<file path="config.mk">
export PLATFORM = sky130hd
export DESIGN_NAME = err_blink_coder
export DESIGN_NICKNAME = d
export VERILOG_FILES = /design/src/rtl/err_ind_pkg.sv /design/src/rtl/err_ind_prescaler.sv /design/src/rtl/err_blink_coder.sv
export SDC_FILE = /design/constraint.sdc
export NUM_CORES = 1
export LEC_CHECK = 0
export CORE_MARGIN = 1
export CORE_UTILIZATION = 29
export DETAILED_ROUTE_END_ITERATION = 8
export GPL_TIMING_DRIVEN = 0
export PLACE_DENSITY_LB_ADDON = 0.05
export SYNTH_ARGS = -nofsm -noshare
export SYNTH_HDL_FRONTEND = slang
export SYNTH_SLANG_ARGS = --single-unit
</file>
<file path="constraint.sdc">
create_clock -name clock -period 2.1 [get_ports clock]
set_input_delay 0.21 -clock clock [delete_from_list [all_inputs] [get_ports clock]]
set_output_delay 0.21 -clock clock [all_outputs]
set_load 0.01 [all_outputs]
</file>
<file path="src/rtl/err_ind_pkg.sv">
// Shared encodings for the front-panel error LED blocks: FSM states and display modes.
// Pure declarations; no logic, no latency.
package err_ind_pkg;

  typedef enum logic [2:0] {
    ST_IDLE = 3'd0,
    ST_SCAN = 3'd1,
    ST_ON   = 3'd2,
    ST_OFF  = 3'd3,
    ST_GAP  = 3'd4
  } state_t;

  localparam logic [1:0] MODE_BLINK  = 2'd0;
  localparam logic [1:0] MODE_ALT    = 2'd1;
  localparam logic [1:0] MODE_DIRECT = 2'd2;
  localparam logic [1:0] MODE_LAMP   = 2'd3;

endpackage

</file>
<file path="src/rtl/err_ind_prescaler.sv">
// Phase accumulator adding rate+1 per clock; tick pulses one clock after each wrap.
// Free-running, no backpressure; tick period is 2^MXPRE/(rate+1) clocks on average.
module err_ind_prescaler #(
  parameter int MXPRE = 24
) (
  input  logic       clock,
  input  logic       reset,
  input  logic [1:0] rate,
  output logic       tick
);

  logic [MXPRE-1:0] acc;
  logic [MXPRE:0]   sum;

  assign sum = {1'b0, acc} + {{(MXPRE-1){1'b0}}, rate} + (MXPRE+1)'(1);

  always_ff @(posedge clock) begin
    if (reset) begin
      acc  <= '0;
      tick <= 1'b0;
    end else begin
      acc  <= sum[MXPRE-1:0];
      tick <= sum[MXPRE];
    end
  end

endmodule

</file>
<file path="src/rtl/err_blink_coder.sv">
// Sticky multi-channel error latch driving an LED bank as blink codes (k+1 flashes for channel k),
// alternating pattern, direct bits or lamp test; q is registered one clock behind state/mode.
module err_blink_coder
  import err_ind_pkg::*;
#(
  parameter int MXLED     = 16,
  parameter int NCH       = 4,
  parameter int MXPRE     = 24,
  parameter int GAP_TICKS = 3
) (
  input  logic             clock,
  input  logic             reset,
  input  logic [1:0]       rate,
  input  logic [NCH-1:0]   err,
  input  logic             clear,
  input  logic [1:0]       mode,
  output logic [MXLED-1:0] q,
  output logic [NCH-1:0]   err_latched,
  output logic             busy
);

  localparam int PW  = (NCH > 1) ? $clog2(NCH) : 1;
  localparam int NFW = $clog2(NCH + 1);
  localparam int GW  = $clog2(GAP_TICKS + 1);
  localparam int ND  = (NCH < MXLED) ? NCH : MXLED;

  // Returns {found, index} of the first set bit strictly after p, wrapping; p itself is checked last.
  function automatic logic [PW:0] next_latched(input logic [NCH-1:0] v, input logic [PW-1:0] p);
    logic [PW:0] r;
    int          j;
    r = '0;
    for (int i = NCH; i >= 1; i--) begin
      j = (int'(p) + i) % NCH;
      if (v[j]) r = {1'b1, PW'(j)};
    end
    return r;
  endfunction

  state_t           state, state_n;
  logic [PW-1:0]    ptr, ptr_n;
  logic [NFW-1:0]   nflash, nflash_n;
  logic [GW-1:0]    gcnt, gcnt_n;
  logic [PW:0]      hit;
  logic             tick;
  logic             alt;
  logic [MXLED-1:0] q_n;

  err_ind_prescaler #(.MXPRE(MXPRE)) u_pre (
    .clock (clock),
    .reset (reset),
    .rate  (rate),
    .tick  (tick)
  );

  assign hit  = next_latched(err_latched, ptr);
  assign busy = (state != ST_IDLE);

  always_ff @(posedge clock) begin
    if (reset) begin
      err_latched <= '0;
      alt         <= 1'b0;
    end else begin
      err_latched <= (err_latched & ~{NCH{clear}}) | err;
      if (tick && |err_latched) alt <= ~alt;
    end
  end

  always_ff @(posedge clock) begin
    if (reset) begin
      state  <= ST_IDLE;
      ptr    <= PW'(NCH - 1);
      nflash <= '0;
      gcnt   <= '0;
    end else begin
      state  <= state_n;
      ptr    <= ptr_n;
      nflash <= nflash_n;
      gcnt   <= gcnt_n;
    end
  end

  always_comb begin
    state_n  = state;
    ptr_n    = ptr;
    nflash_n = nflash;
    gcnt_n   = gcnt;
    // A clear that is not fighting a live error abandons whatever code is playing.
    if (clear && !(|err)) begin
      state_n = ST_IDLE;
    end else begin
      case (state)
        ST_IDLE: if (|err_latched) state_n = ST_SCAN;
        ST_SCAN: begin
          if (hit[PW]) begin
            ptr_n    = hit[PW-1:0];
            nflash_n = NFW'(hit[PW-1:0]) + NFW'(1);
            state_n  = ST_ON;
          end else begin
            state_n  = ST_IDLE;
          end
        end
        ST_ON: begin
          if (tick) begin
            nflash_n = nflash - NFW'(1);
            state_n  = ST_OFF;
          end
        end
        ST_OFF: begin
          if (tick) begin
            if (nflash == '0) begin
              gcnt_n  = GW'(GAP_TICKS);
              state_n = ST_GAP;
            end else begin
              state_n = ST_ON;
            end
          end
        end
        ST_GAP: begin
          if (tick) begin
            gcnt_n = gcnt - GW'(1);
            if (gcnt == GW'(1)) state_n = ST_SCAN;
          end
        end
        default: state_n = ST_IDLE;
      endcase
    end
  end

  always_comb begin
    q_n = '0;
    case (mode)
      MODE_BLINK: if (state == ST_ON) q_n = '1;
      MODE_ALT: begin
        if (|err_latched) begin
          for (int i = 0; i < MXLED; i++) q_n[i] = (i % 2 == 1) ? alt : ~alt;
        end
      end
      MODE_DIRECT: q_n[ND-1:0] = err_latched[ND-1:0];
      default:     q_n = '1;
    endcase
  end

  always_ff @(posedge clock) begin
    if (reset) q <= '0;
    else       q <= q_n;
  end

endmodule

</file>
**Yosys cells after proc, flatten, opt, wreduce, memory -nomap -nowiden**

Index checks and enable logic that the tools add are counted.

- Input bits: 11
- Output and inout bits: 21
- Logic and storage cells: 100
- Flip-flop bits (word level): 56

- Add/subtract/negate cells: 9
- Equal/unequal tests: 14
- Bitwise gates (word level): 9
- Mux-type cells: 35
- Magnitude comparators: 4
- Reductions and logical operators: 20

Operator list:

| operator | count |
|---|---|
| 2-to-1 mux 3 bit | 12 |
| one-hot mux 12 bit (3 select lines) | 1 |
| 2-to-1 mux 16 bit | 2 |
| adder 24 x 2 -> 25 bit | 1 |
| adder 25 x 1 -> 25 bit (second input constant) | 1 |
| < comparator 3 x 4 -> 1 bit (second input constant) | 4 |
| one-hot mux 3 bit (5 select lines) | 1 |
| one-hot mux 4 bit (3 select lines) | 1 |
| AND reduction 5 bit | 2 |
| OR reduction 2 bit | 5 |
| binary-select mux 1 bit (select 2 bit) | 4 |
| 2-to-1 mux 1 bit | 8 |
| 2-to-1 mux 2 bit | 4 |
| inequality test 2 bit (second input constant) | 4 |
| OR reduction 4 bit | 2 |
| equality test 3 x 2 -> 1 bit (second input constant) | 2 |
| logical NOT 3 bit | 2 |
| inequality test 2 x 1 -> 1 bit (second input constant) | 3 |
| one-hot mux 3 bit (2 select lines) | 1 |
| adder 2 x 1 -> 2 bit (second input constant) | 2 |
| adder 2 bit (second input constant) | 2 |
| bitwise AND 1 bit (first input constant) | 4 |
| bitwise AND 4 bit | 1 |
| equality test 2 x 1 -> 1 bit (second input constant) | 2 |
| other kinds (17) | 20 |

**Longest topological paths before layout**

- Word-level depth: 13
- Depth in mapped cells: 8
- Gate-level depth less buffers: 8

**Hierarchy**

Synthesis repeated with hierarchy kept, for this count alone.

- Cell total of the unflattened synthesis: 263
- Area, all modules: 2317.2 µm²

Modules (own cells, without submodules):

| module | cells each | times used | area an instance (µm²) | seq. area each (µm²) |
|---|---|---|---|---|
| err_ind_prescaler | 130 | 1 | 1169.9 | 500.5 |
| err_blink_coder | 133 | 1 | 1147.4 | 420.4 |

**Worst setup path before layout**

Ideal clock, no wire load.

- Kind: register to register
- From: register u_pre.acc[0]
- To: register u_pre.acc[22]
- Arrival: 1875 ps
- Clock period less this slack: 2003 ps
- Slack: 97 ps
- Required time: 1972 ps
- Buffers on the path: 0
- Cell stages (with the launch flop): 9
- Library setup time: 128 ps
- Cell sequence: dfxtp_1 inv_1 ha_1 fa_1 nor2b_1 nand4_2 nor3_1 xnor2_1 nor2_1

- Cells in the longest elaborated chain, start to end: 2

Ends and longest elaborated chain:

| element | RTL line | text |
|---|---|---|
| from (decl) | err_ind_prescaler.sv:12 | `logic [MXPRE-1:0] acc;` |
| from (signal assigned) | err_ind_prescaler.sv:22 | `acc <= sum[MXPRE-1:0];` |
| adder 24 x 2 -> 25 bit | err_ind_prescaler.sv:15 | `assign sum = {1'b0, acc} + {{(MXPRE-1){1'b0}}, rate} + (MXPRE+1)'(1);` |
| adder 25 x 1 -> 25 bit | err_ind_prescaler.sv:15 |  |

No other way between the ends.
A chain may end at the register's enable or synchronous reset.

**Worst setup path after layout**

- From: input rate[0]
- To: register u_pre.acc[12]

- Cells in the longest elaborated chain, start to end: 2

Ends and longest elaborated chain:

| element | RTL line | text |
|---|---|---|
| from (decl) | err_blink_coder.sv:13 | `input logic [1:0] rate,` |
| adder 24 x 2 -> 25 bit | err_ind_prescaler.sv:15 |  |
| adder 25 x 1 -> 25 bit | err_ind_prescaler.sv:15 |  |

No other way between the ends.

==> impl_metrics.toml <==
[finish]
final_common_cell = "dfxtp_1"
area_growth_pct = 26.5
drive_above_1_share = 0.127
design_area_mm2 = 0.00289
final_cell_mix = "dfxtp_1, nor2_1, clkdlybuf4s50_1, inv_1"
num-fill-cells = 779
n_antenna_cell = 0
nets = 323

[yosys]
synth_top_area_frac = 0.403
yosysTopAreaCell = "dfxtp_1"
syn-cell-area_mm2 = 0.00228
synth-edff-count = 0
ys_ff_latch = 46
syn-num-nets = 282
ys_warn_count = 0
syn_avg_cell_area_um2 = 8.62
synthCells = 265
dominantRegCellSynth = "dfxtp_1"
ys_types = 51
async_flop_share = 0
ys_top_cells_by_area = "dfxtp_1, nor2_1, xnor2_1"
yosysSeqAreaShare = 0.403

[detailed_routing]
drtPass1Iterations = 6
drc = 0
detail_route.wl_per_cell_um = 12.4
drt_iter0_markers = 42
num_vias = 1859
finalWirelength_mm = 5.03
vias_per_cell = 4.58
ant_nets = 0

[clocking]
ctsHtreeMaxLevel = 2
cts_hold_buffers = 0
cts_tree = "done"
cts_buffer_depth = 2
worstSkewPairLatency_ns = 0.30
clk_pin_slew_ns = 0.09
numClockSinks = 46
cts_buffers = 5
cts_root_buf = "clkbuf_8"

[placed_design]
finalWeightedCongestion = 0.740
dp.final_hpwl_mm = 3.49
port_buffers = 31
placed_cell_area_mm2 = 0.00272

[die]
dieArea_mm2 = 0.00823
pin_count = 32
die_h_um = 90.7
placement_rows = 31
die_w_um = 90.7
initial_core_util = 0.307
core-area_mm2 = 0.00745

[sta]
period_minus_slack_ns = 1.97
finClkSkew_ns = 0.00567
setup_viol = 0
rsz0062_at_grt = "no"
fmax_mhz = 508
report.final.slew_viol_count = 0
finalHoldViolCount = 0
fin_hold_ws_ns = 0.500
worst_pin_slew_ns = 0.534
finalCritPeriodShare = 0.937
slew_headroom = 0.644

[grt]
grt_start_max_net_pins = 14
track_usage = 0.127
grt_first_pass_wirelength_mm = 8.31
overflow = 0
antenna_found_initial = 0
first_global_vias = 1771

[setup_path]
critPathKind = "primary input to register"
cp.arrival_ns = 2.20
cp_max_fo = 5
start_kind = "primary input"
slowest_delay_ns = 0.45
required_ns = 2.33
cp-end-kind = "register"
path_delay_family = "simple AND/OR/NAND/NOR gates"
cp_slowest_cell = "clkdlybuf4s50_1"
cp_num_buf_inv = 2
path_cells = "clkdlybuf4s50_1 -> inv_1 -> ha_1 -> fa_2 -> nor2b_4 -> nand4_4 -> or3_1 -> a21oi_1"

[power]
power_density_mw_per_mm2 = 795
vdd_drop_max_mv = 0.335
p_leak_nw = 1.08

[outcome]
status = "completed"

[worst_hold_path]
min_path_type = "register to register"

[run]
maxCapViolCount = 0
[per-layer routing]
metal / part of all wire / GRT usage
met5: 0 / 0
met4: 0.0084 / 0.0363
met3: 0.041 / 0.0387
met2: 0.45 / 0.206
met1: 0.50 / 0.160
[report_power, final]
group          leakage, nW  switching (mW)  internal (mW)
logic                0.653           0.314          0.319
registers            0.375          0.0618          0.942
clock network       0.0524           0.303          0.357
total                 1.08           0.679           1.62
[tightest hold or removal path: cells and delay by family (launching register included)]
kind,cells,cell delay [ns]
flops,1,0.33
simple gates,1,0.07
compound gates,1,0.06
[flip-flops by register name (all words and copies together), names as in the netlist, 2 cells and up]
register / count
err_latched: 4
gcnt: 2
nflash: 3
ptr: 2
q: 6
state: 3
u_pre.acc: 24
[what timing repair did]
item	CTS	global route
endpoints found under the setup margin	9	5
buffers inserted	1	1
gates resized for setup	5	3
gates cloned	0	1
[cells in the mapped netlist (6+ instances only)]
cell,count
nand2_1,12
xnor2_1,11
nor2_1,37
a21oi_1,13
nor3_1,10
buf_4,11
nand3_1,7
dfxtp_1,46
xor2_1,6
inv_1,17
o21ai_1,10
[kinds of logic after synthesis]
| family | Yosys count | share of synthesized area |
|---|---|---|
| fa+ha+maj | 6 | 0.0362 |
| xor+xnor | 17 | 0.0652 |
| flops | 46 | 0.403 |
| mux | 6 | 0.0268 |
| compound gates | 47 | 0.130 |
| simple gates | 107 | 0.260 |
| buf+inv | 36 | 0.0789 |
[metrics by stage]
step           std cells  setup TNS (ns)   util  power (mW)  setup slack, ns
5_1_grt              406               0  0.388        2.45           0.0319
2_1_floorplan        265               0      -        1.44           0.0974
3_3_place_gp         395           -6.58  0.365        1.65           -0.635
6_report             406               0  0.388        2.30            0.133
4_1_cts              404               0  0.384        2.32           0.0410
3_5_place_dp         395           -6.29  0.365        1.64           -0.658
[final timing paths]
kind / start / end / slack (ns) / depth (start not counted)
max: rate[0] / u_pre.acc[12]$_SDFF_PP0_ / 0.13 / 8
min: gcnt[1]$_SDFFE_PP0P_ / gcnt[1]$_SDFFE_PP0P_ / 0.50 / 2
max reg2reg: u_pre.acc[0]$_SDFF_PP0_ / u_pre.acc[12]$_SDFF_PP0_ / 0.20 / 7
min reg2reg: gcnt[1]$_SDFFE_PP0P_ / gcnt[1]$_SDFFE_PP0P_ / 0.50 / 2
[area by class of cell]
cell class / instances / area, µm² / area share
Multi-Input combinational cell: 184 / 1230 / 0.427
Sequential cell: 46 / 921 / 0.319
Timing Repair Buffer: 33 / 325 / 0.113
Tap cell: 99 / 124 / 0.0429
Buffer: 19 / 116 / 0.0403
Clock buffer: 7 / 76.3 / 0.0264
Inverter: 17 / 63.8 / 0.0221
Clock inverter: 1 / 30.0 / 0.0104
Power figures use the tool's default switching activity.
==> patch: new RTL, config.mk and constraints unchanged <==
Make the reset (`reset`) asynchronous in 4 clocked blocks.
--- a/src/rtl/err_ind_prescaler.sv
+++ b/src/rtl/err_ind_prescaler.sv
@@ -14,7 +14,7 @@
 
   assign sum = {1'b0, acc} + {{(MXPRE-1){1'b0}}, rate} + (MXPRE+1)'(1);
 
-  always_ff @(posedge clock) begin
+  always_ff @(posedge clock or posedge reset) begin
     if (reset) begin
       acc  <= '0;
       tick <= 1'b0;
--- a/src/rtl/err_blink_coder.sv
+++ b/src/rtl/err_blink_coder.sv
@@ -55,7 +55,7 @@
   assign hit  = next_latched(err_latched, ptr);
   assign busy = (state != ST_IDLE);
 
-  always_ff @(posedge clock) begin
+  always_ff @(posedge clock or posedge reset) begin
     if (reset) begin
       err_latched <= '0;
       alt         <= 1'b0;
@@ -65,7 +65,7 @@
     end
   end
 
-  always_ff @(posedge clock) begin
+  always_ff @(posedge clock or posedge reset) begin
     if (reset) begin
       state  <= ST_IDLE;
       ptr    <= PW'(NCH - 1);
@@ -140,7 +140,7 @@
     endcase
   end
 
-  always_ff @(posedge clock) begin
+  always_ff @(posedge clock or posedge reset) begin
     if (reset) q <= '0;
     else       q <= q_n;
   end
Function: differs if reset is asserted again (counterexample within 4 cycles, from zero or initial values and one cycle with reset high); with reset held inactive, the same outputs for 4 cycles.
==> patch against the original RTL <==
- sequential power up 29%
- synthesized area up 8.7%
- sequential cell count unchanged
- setup slack worse by 0.011 ns
- total power up 30%
- hold slack worse by 0.29 ns
- final area up 5.3%
- routed wire length down 6.4%
- clock power down 20%
- largest cell class unchanged
- highest routed layer unchanged
==> patch: results (changes against the original RTL) <==
----------------------------------------------------
[Global route]
  Grt met2 use ... 0.188 (-0.0180)
  First-pass GRT wire length ... 7840 um (-5.7%)
  Routing usage on met1 ... 0.140 (-0.0197)
  Fraction of met3 tracks used by global routing ... 0.0258 (-0.0130)
  Overall global routing resource usage ... 0.114 (-0.0129)
  Largest net degree at the start of global routing ... 31 (+17)

[Final layout]
  Diodes inserted ... 0 (unchanged)
  Net total in the final layout ... 289 (-11%)
  Largest registers ... u_pre.acc: 24 flops, q: 6 flops, err_latched: 4 flops
  Share of final-layout standard cells stronger than drive strength 1 ... 0.177 (+0.0501)

[Synth]
  Most numerous cell types in the synthesized netlist ... 44 x dfrtp_1, 17 x nand2_1, 16 x inv_1
  Main area contributors after synthesis ... dfrtp_1 44%, xnor2_1 4.9%, xor2_1 3.2%
  Xor and xnor area share after synthesis ... 0.0812 (+0.0160)
  Proportion of synthesized chip area in sequential cells ... 0.465 (+0.0617)
  Fraction of the mapped netlist area in compound gates ... 0.112 (-0.0174)
  Avg Inst Size Synth ... 10.7 um^2 (+25%)
  Mux share of post-synthesis cell area ... 0.0262 (-0.000626)
  Area share of fa/ha/maj cells after synthesis ... 0.0383 (+0.00216)
  Syn_nets ... 249 (-12%)
  Asr flop ratio synth ... 1.00 (+1.00)
  Most used flip-flop cell after synthesis ... dfrtp_1
  Number of different library cells in the post-synthesis netlist ... 54 (+5.9%)

[Placed design]
  DP Cell Count ... 368 (-6.8%)
  GPL Wtd Cong ... 0.731 (-1.2%)
  Post-place setup slack ... -0.412 ns (+0.246 ns)
  Detailed placement HPWL ... 3380 um (-3.3%)
  DP Area ... 2940 um^2 (+8.3%)

[Power and ir drop]
  Leakage power summed over all cells ... 0.00136 uW (+26%)
  Largest vdd supply drop ... 0.000377 V (+12%)
  Sw Share ... 0.356 (+0.0600)

[Route]
  Iter 0 DRT Violations ... 71 (+69%)
  Number of search-and-repair iterations in the first detailed-routing pass ... 4 (-2)
  Via count of the routed design ... 1729 (-7.0%)
  Via-per-instance ratio ... 4.60 (+0.43%)
  Overall routed net length ... 4710 um (-6.4%)

[Critical path]
  Setup slack, reg-to-reg ... 0.18 ns (-0.02 ns)
  Arrival @ worst endpoint ... 1.77 ns (-0.43 ns)
  Highest cell delay on the worst timing path ... 0.48 ns (+0.03 ns)
  Worst-path fanout max ... 10 (+5)

[Clock network]
  Cts bufs inserted ... 5 (unchanged)

[Outcome]
  Outcome ... finished clean

[Timing]
  Relative max-transition margin ... 0.583 (-0.0606)
  Post-route clock skew ... 0.00726 ns (+0.00159 ns)
  Final hold slack ... 0.211 ns (-0.289 ns)
  Max Clock Freq ... 505 MHz (-0.55%)

[Hold path]
  Worst Hold Class ... input pin to async pin

[Job]
  Count of maximum capacitance violations ... 0 (unchanged)

----------------------------------------------------
[patch: changes by cell type after synthesis, moves of 4 or more]
cell,unedited run,this run
o21ai_1,10,0
nand2_1,12,17
dfrtp_1,0,44
clkbuf_1,4,0
dfxtp_1,46,0
nor2_1,37,14
nor3_1,10,2
a21oi_1,13,9
or3_1,5,1
[patch: final timing paths]
check,depth (start not counted),to,from
max,3,busy,state[0]
min,2,state[1],reset
max reg2reg,8,u_pre.acc[16],u_pre.acc[0]
min reg2reg,1,u_pre.acc[20],u_pre.acc[20]
max in group asynchronous,3,ptr[1],reset
min in group clock,1,u_pre.acc[20],u_pre.acc[20]
[patch: critical path, delay by kind of cell (launching register included)]
kind	cells	cell delay, ns
buf+inv	2	0.67
simple gates	1	0.39
flops	1	0.40
[patch: power groups by stage]
stage / Clock (uW) / Sequential, uW / Combinational, uW
4_1_cts: 552 / 1290 / 1160
6_report: 525 / 1290 / 1170
3_3_place_gp: 0 / 1300 / 1160
5_1_grt: 579 / 1330 / 1300
2_1_floorplan: 0 / 1270 / 856
3_5_place_dp: 0 / 1300 / 1160
[patch: area by class of cell]
class,instances,area (um^2)
Inverter,16,60.1
Sequential cell,46,1150
Tap cell,105,131
Timing Repair Buffer,33,338
Multi-Input combinational cell,153,1170
Clock buffer,7,76.3
Fill cell,850,5220
Buffer,16,111
[patch: layer usage]
| layer | vias to the layer above | share of wire |
|---|---|---|
| met5 | - | 0 |
| met4 | 0 | 0.015 |
| met3 | 7 | 0.044 |
| met2 | 33 | 0.48 |
| met1 | 830 | 0.46 |
| li1 | 859 | - |
[patch: timing repair]
item                       4_1_cts  5_1_grt
setup buffers                    0        1
gates resized for setup          0        3
setup endpoints to repair        5        7
pin swaps                        1        1
